$ cat config.mk
export PLATFORM = sky130hd
export DESIGN_NAME = ls_register_universal
export DESIGN_NICKNAME = d
export VERILOG_FILES = /design/src/rtl/ls_register_universal.sv
export SDC_FILE = /design/constraint.sdc
export NUM_CORES = 1
export LEC_CHECK = 0
export BUFFER_PORTS_ARGS = -buffer_cell sky130_fd_sc_hd__buf_2
export CAP_MARGIN = 20
export CORE_MARGIN = 3
export CORE_UTILIZATION = 56
export DETAILED_ROUTE_END_ITERATION = 7
export PLACE_DENSITY = 0.9
export SETUP_SLACK_MARGIN = 0.3
export SLEW_MARGIN = 20
export SYNTH_ARGS = -nofsm -noshare
export SYNTH_HDL_FRONTEND = slang
export SYNTH_HIERARCHICAL = 1
export SYNTH_SLANG_ARGS = --single-unit
$ cat constraint.sdc
create_clock -name CLK -period 2.4 [get_ports CLK]
set_input_delay 0.12 -clock CLK [delete_from_list [all_inputs] [get_ports CLK]]
set_output_delay 0.12 -clock CLK [all_outputs]
set_load 0.005 [all_outputs]
$ cat src/rtl/ls_register_universal.sv
// Parametrised universal shift register with a serial fill counter and FULL/OVF flags.
// One mux cell per bit picks the next value; the top decodes MODE and owns the counter.

module ls_bit_cell (
    input  logic q_self,
    input  logic from_lo,
    input  logic from_hi,
    input  logic pin_bit,
    input  logic sel_lo,
    input  logic sel_hi,
    input  logic sel_pin,
    input  logic sel_clr,
    output logic d
);
    // Selects are one-hot or all zero; all zero means hold.
    always_comb begin
        d = q_self;
        if (sel_lo)       d = from_lo;
        else if (sel_hi)  d = from_hi;
        else if (sel_pin) d = pin_bit;
        else if (sel_clr) d = 1'b0;
    end
endmodule

module ls_register_universal #(
    parameter int               WIDTH   = 8,
    parameter logic [WIDTH-1:0] RST_VAL = '0,
    localparam int              CW      = $clog2(WIDTH + 1)
) (
    input  logic             CLK,
    input  logic             RST,
    input  logic             EN,
    input  logic [2:0]       MODE,
    input  logic             SIN_L,
    input  logic             SIN_R,
    input  logic [WIDTH-1:0] PIN,
    output logic [WIDTH-1:0] Q,
    output logic             SOUT_L,
    output logic             SOUT_R,
    output logic [CW-1:0]    CNT,
    output logic             FULL,
    output logic             OVF
);
    typedef enum logic [2:0] {
        M_HOLD = 3'b000,
        M_SHL  = 3'b001,
        M_SHR  = 3'b010,
        M_ROL  = 3'b011,
        M_ROR  = 3'b100,
        M_LOAD = 3'b101,
        M_CLR  = 3'b110,
        M_RSV  = 3'b111
    } mode_t;

    localparam logic [CW-1:0] CNT_MAX = CW'(WIDTH);

    mode_t            mode;
    logic             is_shift, is_left, is_right, is_load, is_clr;
    logic [WIDTH-1:0] lo_in, hi_in, q_d;
    logic [CW-1:0]    cnt_d;
    logic             ovf_d;

    assign mode     = mode_t'(MODE);
    assign is_left  = (mode == M_SHL) || (mode == M_ROL);
    assign is_right = (mode == M_SHR) || (mode == M_ROR);
    assign is_shift = (mode == M_SHL) || (mode == M_SHR);
    assign is_load  = (mode == M_LOAD);
    assign is_clr   = (mode == M_CLR);

    // Edge bits take the serial input on a shift, the wrapped-around bit on a rotate.
    assign lo_in = {Q[WIDTH-2:0], (mode == M_ROL) ? Q[WIDTH-1] : SIN_L};
    assign hi_in = {(mode == M_ROR) ? Q[0] : SIN_R, Q[WIDTH-1:1]};

    for (genvar i = 0; i < WIDTH; i++) begin : g_bit
        ls_bit_cell u_cell (
            .q_self (Q[i]),
            .from_lo(lo_in[i]),
            .from_hi(hi_in[i]),
            .pin_bit(PIN[i]),
            .sel_lo (is_left),
            .sel_hi (is_right),
            .sel_pin(is_load),
            .sel_clr(is_clr),
            .d      (q_d[i])
        );
    end

    // Shifting past a full word still moves data; it only raises the sticky overrun.
    always_comb begin
        cnt_d = CNT;
        ovf_d = OVF;
        if (is_shift) begin
            if (CNT == CNT_MAX) ovf_d = 1'b1;
            else                cnt_d = CNT + CW'(1);
        end else if (is_load || is_clr) begin
            cnt_d = '0;
            ovf_d = 1'b0;
        end
    end

    always_ff @(posedge CLK or negedge RST) begin
        if (!RST) begin
            Q    <= RST_VAL;
            CNT  <= '0;
            FULL <= 1'b0;
            OVF  <= 1'b0;
        end else if (EN) begin
            Q    <= q_d;
            CNT  <= cnt_d;
            FULL <= (cnt_d == CNT_MAX);
            OVF  <= ovf_d;
        end
    end

    assign SOUT_L = Q[WIDTH-1];
    assign SOUT_R = Q[0];
endmodule

==> flow_summary.ini <==
[power_and_ir_drop]
vdd_drop_max_mv = 0.489
power_mw = 1.03
p_per_area_nw_per_um2 = 785
p_leak_nw = 0.566

[yosys]
yosysSeqAreaShare = 0.300
syn-cell-area_um2 = 1170
syn_area_per_cell_um2 = 9.48
syn_nets = 141
synth_top_cell_by_area = dfrtp_1
synth_top_area_share = 0.300
synth_area_leaders = dfrtp_1, a211oi_1, mux2_2
syn-instance-count = 123
synth-seq-cells = 14
yosys_warnings = 6
yosys.cell_types.count = 35

[cts]
htree_levels = 1
numCtsBuffers = 3
cts_tree = done
clock_sinks = 14
cts_resized = 0
cts-root-buf = clkbuf_4
clkTransAtPathRegs_ns = 0.09
post-cts-setup-buffers = 0
hold_buffers = 1
clk_latency_ns = 0.28
clockBufferDepth = 2

[floorplan]
start_util = 0.634
dieWidth_um = 51.6
core_um2 = 1840
fp.dieArea_um2 = 2670
rows = 15
ios = 32
die_h_um = 51.6

[route]
drc_errors = 0
ant_nets = 0
drt_iter0_drc = 24
drt-total-wl_um = 2620
wl_per_cell_um = 15.1
drt-pass1-iter-count = 4
vias = 1042
vias_per_cell = 6.02

[cells_and_area]
mostFrequentLayoutCells = buf_2, a211oi_1, dfrtp_1, mux2_2
diodes = 0
layout_commonest_cell = buf_2
drive_gt1_frac = 0.365
final-instance-count-excl-fill = 173
nets = 168
area_growth_pct = 13.1
fin_util = 0.717

[critical_path]
worstSetupPathType = flip-flop to flip-flop
crit_chain = inv_1, ha_1, nand3b_1, and4_1, a211oi_1, o32ai_2
end_kind = flip-flop
cp.depth = 6
critical-path-slowest-cell = dfrtp_1
path_delay_family = flip-flops
crit_end = FULL
crit-reg2reg-launch = CNT[0]
crit_path_start = CNT[0]
arrival_ns = 1.76
r2r_end = FULL
critPathRequiredTime_ns = 2.55
r2r_cells = 6
crit_buf_inv = 1
path_max_fanout = 10
startpoint_type = flip-flop
r2r_slack_ns = 0.79
slowest_delay_ns = 0.47

[grt]
met3_usage = 0.0630
grt_pass1_vias = 994
grt_usage = 0.223
grt_util_met1 = 0.279
grt.met2_usage = 0.388
grt-busiest-layer = met2
grt_max_degree = 26
antenna_found_initial = 0
grt.overflow.total = 0
grt_pass1_wl_um = 4570

[sta]
maxSlewHeadroom = 0.642
fin_crit_sh = 0.672
fin_crit_ns = 1.61
fin_tns_setup_ns = 0
tightest_slew_ns = 0.536
hold_viol = 0
finClkSkew_ns = 0.00705
rsz0062_at_grt = false
slew_viol_final = 0
max_freq_ghz = 0.620
setup_violations = 0

[place]
numPortBuffers = 31
place.gp.congestion = 0.908
placedCellCount = 169
hpwl_um = 1870

[status]
status = finished, final reports clean

[run]
max-cap-violations = 0

[min_path]
hold_path.class = input port to flip-flop
[per-stage QoR]
step           area (µm²)  setup WS (ns)  hold slack (ns)
3_3_place_gp         1290          0.799           0.0358
5_1_grt              1320          0.659            0.190
3_5_place_dp         1290          0.763           0.0389
6_report             1320          0.788            0.176
2_1_floorplan        1170          0.556           -0.176
4_1_cts              1320          0.778            0.163
[how the worst min path moves through the flow]
stage | end | slack, ns | depth (start not counted) | startpoint
finish | CNT[2] | 0.18 | 2 | MODE[2]
CTS | CNT[2] | 0.16 | 2 | MODE[2]
floorplan | CNT[0] | -0.18 | 0 | RST
global placement | Q[5] | 0.04 | 1 | RST
detailed placement | Q[5] | 0.04 | 1 | RST
global route | CNT[2] | 0.19 | 2 | MODE[2]
[per-layer routing]
metal	share of wire	up-vias
li1	-	503
met1	0.43	503
met2	0.50	32
met3	0.056	4
met4	0.0080	0
met5	0	-
[state kept, by name, summed over array words and instances, names as in the netlist]
| signal | count |
|---|---|
| Q | 8 |
| CNT | 4 |
| FULL | 1 |
| OVF | 1 |
[kinds of logic after synthesis]
group                    synth area share
adder cells (fa/ha/maj)            0.0215
multiplexers                        0.106
XOR/XNOR                           0.0215
buffers and inverters              0.0891
AO/OA/AOI/OAI                       0.203
AND/OR/NAND/NOR                     0.259
flip-flops                          0.300
[layout make-up]
cell class / instances / area [µm²]
repair buffers: 35 / 188
multi-input cells: 92 / 712
fillers: 159 / 520
well taps: 25 / 31.3
inverters: 4 / 15.0
flip-flops and latches: 14 / 350
clock buffers: 3 / 22.5
[synth_stat cells]
cell type,n
nor2_1,6
and3b_2,1
nor3b_1,9
a21oi_1,1
nand2_1,6
dfrtp_1,14
o22ai_1,1
inv_1,4
and4_1,1
a21boi_0,1
xor2_2,1
xnor2_1,1
or3b_1,8
nand3_1,1
nand2b_1,1
a31oi_2,1
a31oi_1,3
o21ai_1,1
nand4_1,1
nor3_1,1
a211oi_1,17
and3_1,1
mux2_2,11
o21a_1,1
buf_4,8
o21ai_0,1
buf_2,2
o31ai_2,1
o211ai_2,1
clkbuf_1,2
ha_1,2
nor2b_1,9
o32ai_2,1
nand3b_1,2
buf_6,1
[power breakdown]
part | leakage, nW | switching (mW) | internal (mW) | total [mW]
logic | 0.388 | 0.210 | 0.255 | 0.465
registers | 0.164 | 0.117 | 0.319 | 0.436
clock network | 0.0138 | 0.0759 | 0.0581 | 0.134
(Power assumes the default switching activity.)
